[config.mk]
export PLATFORM = sky130hd
export DESIGN_NAME = spi_afe_slave
export DESIGN_NICKNAME = d
export VERILOG_FILES = /design/src/rtl/afe_spi_pkg.sv /design/src/rtl/spi_sync_edge.sv /design/src/rtl/spi_afe_slave.sv
export SDC_FILE = /design/constraint.sdc
export NUM_CORES = 1
export LEC_CHECK = 0
export CELL_PAD_IN_SITES_DETAIL_PLACEMENT = 0
export CELL_PAD_IN_SITES_GLOBAL_PLACEMENT = 1
export CORE_UTILIZATION = 50
export CTS_BUF_LIST = sky130_fd_sc_hd__clkbuf_4 sky130_fd_sc_hd__clkbuf_8 sky130_fd_sc_hd__clkbuf_16
export CTS_CLUSTER_SIZE = 28
export DETAILED_ROUTE_END_ITERATION = 7
export GPL_ROUTABILITY_DRIVEN = 0
export PLACE_DENSITY_LB_ADDON = 0.1
export SYNTH_ARGS = -nofsm -noshare
export SYNTH_HDL_FRONTEND = slang
export SYNTH_SLANG_ARGS = --single-unit
[constraint.sdc]
create_clock -name sys_clk -period 5.38 [get_ports sys_clk]
set_clock_uncertainty 0.1 [all_clocks]
set_input_delay 1.076 -clock sys_clk [delete_from_list [all_inputs] [get_ports sys_clk]]
set_output_delay 1.076 -clock sys_clk [all_outputs]
set_load 0.01 [all_outputs]
[src/rtl/afe_spi_pkg.sv]
// afe_spi_pkg: shared frame layout, FSM encoding and ID constant for the AFE SPI slave
package afe_spi_pkg;
  localparam int FRAME_BITS = 24;
  localparam int CMD_BITS = 8;
  localparam int RW_BIT = 23;
  localparam int ADDR_MSB = 22;
  localparam int ADDR_LSB = 16;
  localparam int DATA_MSB = 15;
  localparam logic [15:0] ID_VALUE = 16'hAF01;
  typedef enum logic [1:0] {IDLE, CMD, DATA, LATCH} state_t;
endpackage

[src/rtl/spi_sync_edge.sv]
// spi_sync_edge: 2-FF synchronizer plus edge detector for one asynchronous SPI line
module spi_sync_edge #(
  parameter logic IDLE_LVL = 1'b0
) (
  input  logic clk,
  input  logic rst,
  input  logic d,
  output logic q,
  output logic rise,
  output logic fall
);
  logic s1, s2, s3;
  always_ff @(posedge clk) begin
    if (rst) {s1, s2, s3} <= {3{IDLE_LVL}};
    else {s1, s2, s3} <= {d, s1, s2};
  end
  assign q = s2;
  assign rise = s2 & ~s3;
  assign fall = ~s2 & s3;
endmodule

[src/rtl/spi_afe_slave.sv]
// spi_afe_slave: mode-0 SPI register slave with 24-bit R/W frames and malformed-frame counting
module spi_afe_slave #(
  parameter logic [15:0] ID_VALUE = afe_spi_pkg::ID_VALUE,
  parameter int NUM_REGS = 8
) (
  input  logic        sys_clk,
  input  logic        sys_rst,
  input  logic        spi_clk_i,
  input  logic        spi_mosi_i,
  input  logic        spi_sel_i,
  output logic        spi_miso_o,
  output logic        wr_strobe_o,
  output logic [6:0]  wr_addr_o,
  output logic [15:0] wr_data_o,
  output logic [7:0]  frame_err_cnt_o,
  output logic        busy_o
);
  import afe_spi_pkg::*;
  state_t state, state_nx;
  logic sclk_rise, sclk_fall, sclk_q_unused;
  logic mosi, mosi_rise_unused, mosi_fall_unused;
  logic sel_q, sel_rise, sel_fall;
  logic [4:0] bit_cnt;
  logic [23:0] shift_in;
  logic [15:0] shift_out, rd_val;
  logic [15:0] regs [1:NUM_REGS-1];
  logic [1:0] settle;
  logic armed, start, clk_take, cmd_done, frame_ok, commit;
  logic [6:0] cmd_addr, frame_addr;
  spi_sync_edge #(.IDLE_LVL(1'b0)) u_clk (.clk(sys_clk), .rst(sys_rst), .d(spi_clk_i),
    .q(sclk_q_unused), .rise(sclk_rise), .fall(sclk_fall));
  spi_sync_edge #(.IDLE_LVL(1'b0)) u_mosi (.clk(sys_clk), .rst(sys_rst), .d(spi_mosi_i),
    .q(mosi), .rise(mosi_rise_unused), .fall(mosi_fall_unused));
  spi_sync_edge #(.IDLE_LVL(1'b1)) u_sel (.clk(sys_clk), .rst(sys_rst), .d(spi_sel_i),
    .q(sel_q), .rise(sel_rise), .fall(sel_fall));
  always_ff @(posedge sys_clk) begin
    if (sys_rst) state <= IDLE;
    else state <= state_nx;
  end
  always_comb begin
    state_nx = state;
    unique case (state)
      IDLE:    state_nx = start ? CMD : IDLE;
      CMD:     state_nx = sel_rise ? LATCH : cmd_done ? DATA : CMD;
      DATA:    state_nx = sel_rise ? LATCH : DATA;
      default: state_nx = IDLE;
    endcase
  end
  always_comb begin
    start = sel_fall & armed;
    clk_take = sclk_rise && (state == CMD || state == DATA) && bit_cnt < 5'(FRAME_BITS);
    cmd_done = clk_take && state == CMD && bit_cnt == 5'(CMD_BITS - 1);
    cmd_addr = {shift_in[5:0], mosi};
    frame_addr = shift_in[ADDR_MSB:ADDR_LSB];
    frame_ok = bit_cnt == 5'(FRAME_BITS);
    commit = state == LATCH && frame_ok && !shift_in[RW_BIT] && frame_addr != 7'd0
      && 32'(frame_addr) < NUM_REGS;
    busy_o = state != IDLE;
  end
  always_comb begin
    rd_val = cmd_addr == 7'd0 ? ID_VALUE : 16'h0000;
    for (int i = 1; i < NUM_REGS; i++) if (32'(cmd_addr) == i) rd_val = regs[i];
  end
  // a select already low when reset releases must not start a frame; wait to see it high first
  always_ff @(posedge sys_clk) begin
    if (sys_rst) begin
      bit_cnt <= '0;
      shift_in <= '0;
      shift_out <= '0;
      spi_miso_o <= 1'b0;
      wr_strobe_o <= 1'b0;
      wr_addr_o <= '0;
      wr_data_o <= '0;
      frame_err_cnt_o <= '0;
      settle <= '0;
      armed <= 1'b0;
      for (int i = 1; i < NUM_REGS; i++) regs[i] <= '0;
    end else begin
      settle <= settle == 2'd3 ? settle : settle + 2'd1;
      armed <= armed | (settle == 2'd3 && sel_q);
      wr_strobe_o <= commit;
      if (start) bit_cnt <= '0;
      else if (clk_take) begin
        bit_cnt <= bit_cnt + 5'd1;
        shift_in <= {shift_in[22:0], mosi};
      end
      if (cmd_done) shift_out <= shift_in[6] ? rd_val : 16'h0000;
      else if (state == DATA && sclk_fall) shift_out <= {shift_out[14:0], 1'b0};
      spi_miso_o <= state_nx == DATA ? (state == DATA && sclk_fall ? shift_out[15] : spi_miso_o) : 1'b0;
      if (commit) begin
        wr_addr_o <= frame_addr;
        wr_data_o <= shift_in[DATA_MSB:0];
      end
      for (int i = 1; i < NUM_REGS; i++) if (commit && 32'(frame_addr) == i) regs[i] <= shift_in[DATA_MSB:0];
      if (state == LATCH && !frame_ok && frame_err_cnt_o != 8'hFF) frame_err_cnt_o <= frame_err_cnt_o + 8'd1;
    end
  end
endmodule

# After elaboration in Yosys (flattened, before gate mapping)

Memory sizes are Yosys's and may differ from the RTL's.
Cells that the tools add are included.

Bits in registers: 91
Logic and storage cells: 142
Output and inout port bits: 34
RAM bits: 112
Memories: 1

Memory list:

| memory | words | width | read ports | clocked after Yosys merged registers in | wr ports | RTL line            | text |
|---|---|---|---|---|---|---|---|
| regs   | 7     | 16    | 7          | 0                                       | 7        | spi_afe_slave.sv:26 | `logic [15:0] regs [1:NUM_REGS-1];` |

Multiplexer cells: 46
Magnitude comparators: 2
Reductions and logical operators: 30
Add/sub/neg operators: 3
Equal/unequal tests: 22
Bitwise gates (word level): 19

Operators by type and width:

| kind                  | count |
|---|---|
| $mux W16              | 18 |
| $eq A7 B3 Y1 const B  | 8 |
| $eq A7 B2 Y1 const B  | 4 |
| $mux W1               | 25 |
| $logic_and A1 B1 Y1   | 19 |
| $eq A7 B1 Y1 const B  | 2 |
| $add A8 B1 Y8 const B | 1 |
| $eq A2 B2 Y1 const B  | 4 |
| $ne A8 B8 Y1 const B  | 1 |
| $or A1 B1 Y1          | 8 |
| $logic_not A7 Y1      | 1 |
| $lt A7 B4 Y1 const B  | 1 |
| $reduce_bool A7 Y1    | 1 |
| $not A1 Y1            | 6 |
| $pmux W2 S3           | 1 |
| $add A5 B1 Y5 const B | 1 |
| $and A1 B1 Y1         | 5 |
| $eq A5 B3 Y1 const B  | 1 |
| $eq A5 B5 Y1 const B  | 1 |
| $lt A5 B5 Y1 const B  | 1 |
| $mux W2               | 2 |
| $reduce_bool A2 Y1    | 2 |
| $reduce_or A2 Y1      | 2 |
| $add A2 B1 Y2 const B | 1 |
| other kinds (5)       | 6 |

# Depth between registers and ports, before layout

Word-level depth: 12
Mapped depth: 9
Gate-level depth less buffers: 7

# Modules after synthesis

From an unflattened synthesis, not the netlist that was laid out.

Cells, all modules: 849
Area total of the unflattened synthesis: 9054.9 µm²

Modules (own cells, without submodules):

| module                    | area an instance (µm²) | times used | cells each | seq. area each (µm²) |
|---|---|---|---|---|
| spi_afe_slave             | 8779.7                 | 1          | 825        | 5024.8 |
| spi_sync_edge (u_clk ...) | 91.3                   | 2          | 8          | 60.1 |
| spi_sync_edge (u_sel)     | 92.6                   | 1          | 8          | 60.1 |

# Least setup slack after synthesis

OpenSTA, ideal clock, no wires.

Path kind: reg-to-reg
From: register bit_cnt[0]
To: register regs[0][64] (netlist name)
Slack: 2.460 ns
Stages on the path, launching flop included: 7
Path buffers: 0
Arrival time: 2.406 ns
Data required time: 4.866 ns
Setup time: 0.414 ns
Cells stage by stage: dfxtp_1 -> inv_1 -> ha_1 -> nand4b_2 -> and4bb_4 -> nand2_1 -> o31ai_1

RTL lines:

| element                | RTL line            | text |
|---|---|---|
| from (decl)            | spi_afe_slave.sv:23 | `logic [4:0] bit_cnt;` |
| from (signal assigned) | spi_afe_slave.sv:84 | `bit_cnt <= bit_cnt + 5'd1;` |

# Worst setup path in the final report

From: register state[1]
To: output port busy_o

Cells in the longest elaborated chain, start to end: 1

Ends and longest elaborated chain:

| element                | RTL line            | text |
|---|---|---|
| from (decl)            | spi_afe_slave.sv:19 | `state_t state, state_nx;` |
| from (signal assigned) | spi_afe_slave.sv:38 | `else state <= state_nx;` |
| $reduce_bool A2 Y1     | spi_afe_slave.sv:58 | `busy_o = state != IDLE;` |
| to (decl)              | spi_afe_slave.sv:16 | `output logic busy_o` |

No other way between the ends.

==> summary.md <==
| Metric | Value |
|---|---|
| Final ANT Viol Nets | `0` |
| Most used DFF post-synth | `edfxtp_1` |
| WL/cell | `18.8 µm` |
| Crit-path max FO | `5` |
| MaxCap Viol Count | `0` |
| Top cell type by total area after synthesis | `edfxtp_1` |
| Post-CTS Hold Buffers | `0` |
| Placed Instances | `roughly 1100` |
| Port bufs | `38` |
| Total CTS buffers | `22` |
| Ys Warns | `0` |
| Final Cycle Share | `54.8%` |
| Final WL | `20600 µm` |
| Vias in the first global route | `5970` |
| Mapped Cells | `841` |
| CTS max path bufs | `3` |
| Nets | `867` |
| Post-cts sizing count | `0` |
| Core area | `around 0.017 mm²` |
| Most common library cells after synthesis | `nand2_1 (114), edfxtp_1 (112), and2_1 (96), dfxtp_1 (91), a21oi_1 (60)` |
| Critical path startpoint category | `flip-flop` |
| Remaining global-route overflow | `0` |
| Critical Path End Type | `output port` |
| Number of synthesized flops with an enable pin | `112` |
| CP peak stage delay | `520 ps` |
| Post-Layout Cell Count | `1095` |
| Yosys cell types | `between 50 and 60` |
| Met2 Wirelength | `9330 µm` |
| Syn_nets | `around 850` |
| Status | `completed` |
| CTS sink cnt | `203` |
| Slowest CP cell | `clkdlybuf4s50_1` |
| Die area | `about 0.018 mm²` |
| Crit path top cell by count | `inv_1` |
| GRT Util Overall | `a little under a quarter` |
| Leakage dissipation | `0.00349 µW` |
| Residual DRC | `0` |
| Final min period | `2950 ps` |
| Pwr/cell area | `around 330 mW/mm²` |
| Max VDD drop | `0.000259 V` |
| Utilization after layout | `58.5%` |
| Initial DRC count | `between 400 and 500` |
| Drt pass-1 iters | `5` |
| Most common cell in the netlist | `nand2_1` |
| First-pass GRT wire length | `32700 µm` |
| Final Hold Fails | `0` |
| CP Cell Sequence | `inv_1, ha_1, inv_1, clkdlybuf4s50_1` |
| WP data arrival | `roughly 1800 ps` |
| Setup bufs post-CTS | `0` |
| Met3 WL post-DR | `1060 µm` |
| Worst min path class | `flip-flop to flip-flop` |
| Site Rows | `48` |
| WHS | `305 ps` |
| Top-area cell type share of the netlist area | `between 30% and 40%` |
| Slew @ Worst Pin | `approximately 1100 ps` |
| N_diodes | `0` |
| FFs w/ async S/R, synth | `0%` |
| Area contributors post-synth | `edfxtp_1 (38%), dfxtp_1 (20%), and2_1 (6.7%)` |
| Largest net degree at the start of global routing | `73` |
| TNS Setup | `0 ps` |
| Synth-to-layout area growth | `13.7%` |
| Layout cells sized above 1 | `roughly a tenth` |
| Starting Density | `51.4%` |
| Die width | `136 µm` |
| Synth Area per Inst | `10.7 µm²` |
| DR vias/cell | `5.67` |
| Max Slew Vio Count | `0` |
| Vias | `6206` |
| Die height | `136 µm` |
| Top Ports | `39` |
| Post-Place Worst Slack | `1940 ps` |
| Clock-pin slew on the worst setup and hold paths | `60 ps` |
| Setup ws final | `2430 ps` |
| Sequential-to-total area share from yosys stat | `slightly below 60%` |
| CP required | `around 4200 ps` |
| CTS tree | `done` |
| Fmax | `339 MHz` |
| Uppermost layer routed | `met4` |
| CTS root buf | `clkbuf_16` |
| Synth Cell Area | `around 0.009 mm²` |
| Crit Path Category | `flip-flop to output port` |
| CTS H-tree lvls | `1` |
| Initial antenna violation count | `1` |
| M1 wire length | `9570 µm` |
| Number of synthesized register bits | `203` |
| Max-slew headroom | `28.3%` |
| Final setup vio count | `0` |
| RSZ-0062 raised after global routing | `false` |
| Detailed Place HPWL | `13500 µm` |
| Clock latency on the worst-skew pair | `500 ps` |
-- sequential cells by signal (all words and copies together) (netlist names), 2 cells and up --
signal and cells:
state 2, shift_out 16, bit_cnt 5, frame_err_cnt_o 8, shift_in 24, wr_addr_o 7
regs 112, settle 2, wr_data_o 16
-- logic make-up (layout without fill, tap and decap cells) --
| group | after synthesis | after routing | share of synthesized area, % |
|---|---|---|---|
| AOI/OAI and AO/OA | 170 | 170 | 12.0 |
| xor gates and xnor gates | 9 | 9 | 0.880 |
| adders and majority gates | 8 | 8 | 1.12 |
| buffers and inverters | 76 | 105 | 3.91 |
| DFF | 203 | 203 | 57.9 |
| muxes | 33 | 33 | 3.73 |
| and+or+nand+nor | 342 | 342 | 20.5 |
-- power by group --
group	leakage, µW	internal [µW]	switching [µW]	total, µW
registers	0.00181	1680	20.9	1700
logic	0.00132	29.8	55.6	85.4
clock network	0.000366	936	596	1530
-- area by class of cell --
| cell class | instances | area [µm²] |
|---|---|---|
| fill | 1472 | 7230 |
| clock inverter | 11 | 104 |
| clock buffer | 29 | 646 |
| inverter | 15 | 56.3 |
| timing repair buffer | 50 | 465 |
| sequential | 203 | 5190 |
| tap | 225 | 282 |
| multi-input combinational | 562 | 3450 |
-- worst max-delay path, delay by kind of cell (launching register included) --
family                     cells  cell delay (ps)
adders and majority gates      1              210
buffers and inverters          3              660
DFF                            1              400
-- worst paths after layout --
path / from / cells past startpoint / slack, ps / endpoint
worst max-delay path: state[1] / 4 / 2430 / busy_o
worst min-delay path: u_sel.s1 / 1 / 310 / u_sel.q
worst max register to register: shift_in[0] / 7 / 2530 / shift_out[2]
worst min register to register: u_sel.s1 / 1 / 310 / u_sel.q
-- per-layer routing --
layer | vias to the layer above | global-route usage [%]
li1 | 3002 | -
met1 | 2993 | 32.8
met2 | 180 | 36.3
met3 | 31 | 3.06
met4 | 0 | 8.49
met5 | - | 0
-- layout by cell type, fill, tap and decap left out, types with 3 or more instances in the layout --
| cell | Yosys | layout |
|---|---|---|
| nand2b_1 | 11 | 11 |
| or3_1 | 3 | 3 |
| clkbuf_16 | 0 | 23 |
| nor2_1 | 51 | 51 |
| clkdlybuf4s50_1 | 0 | 37 |
| inv_1 | 15 | 15 |
| nand4_1 | 3 | 3 |
| a311oi_1 | 5 | 5 |
| o22ai_1 | 9 | 9 |
| xor2_1 | 4 | 4 |
| nor4_1 | 4 | 4 |
| nor2_8 | 3 | 3 |
| nand2_1 | 114 | 114 |
| o221a_2 | 4 | 4 |
| clkbuf_8 | 0 | 4 |
| edfxtp_1 | 112 | 112 |
| xnor2_1 | 5 | 5 |
| a21oi_1 | 60 | 60 |
| mux2_2 | 3 | 3 |
| and3_1 | 6 | 6 |
| and2_2 | 4 | 4 |
| a221oi_1 | 7 | 7 |
| clkinv_2 | 0 | 3 |
| dfxtp_1 | 91 | 90 |
| a22oi_1 | 4 | 4 |
| and2_1 | 96 | 96 |
| nand3_1 | 8 | 8 |
| a211oi_1 | 5 | 5 |
| buf_4 | 0 | 12 |
| o31ai_2 | 0 | 4 |
| o2111ai_1 | 5 | 5 |
| a2111oi_0 | 4 | 4 |
| ha_1 | 8 | 8 |
| nor2b_1 | 9 | 9 |
| o21ai_0 | 44 | 41 |
| a31oi_1 | 3 | 3 |
| o221ai_1 | 8 | 8 |
| clkinv_1 | 0 | 3 |
| mux2i_1 | 30 | 30 |
| nor3_1 | 15 | 15 |
-- per-stage QoR --
step                      power (µW)  cell area [µm²]
after floorplan                 1790             8960
after global placement          1810             9440
after detailed placement        1820             9440
after CTS                       3350            10200
after global routing            3410            10200
final                           3320            10200
Note: power is estimated with default switching activity, not from simulation.
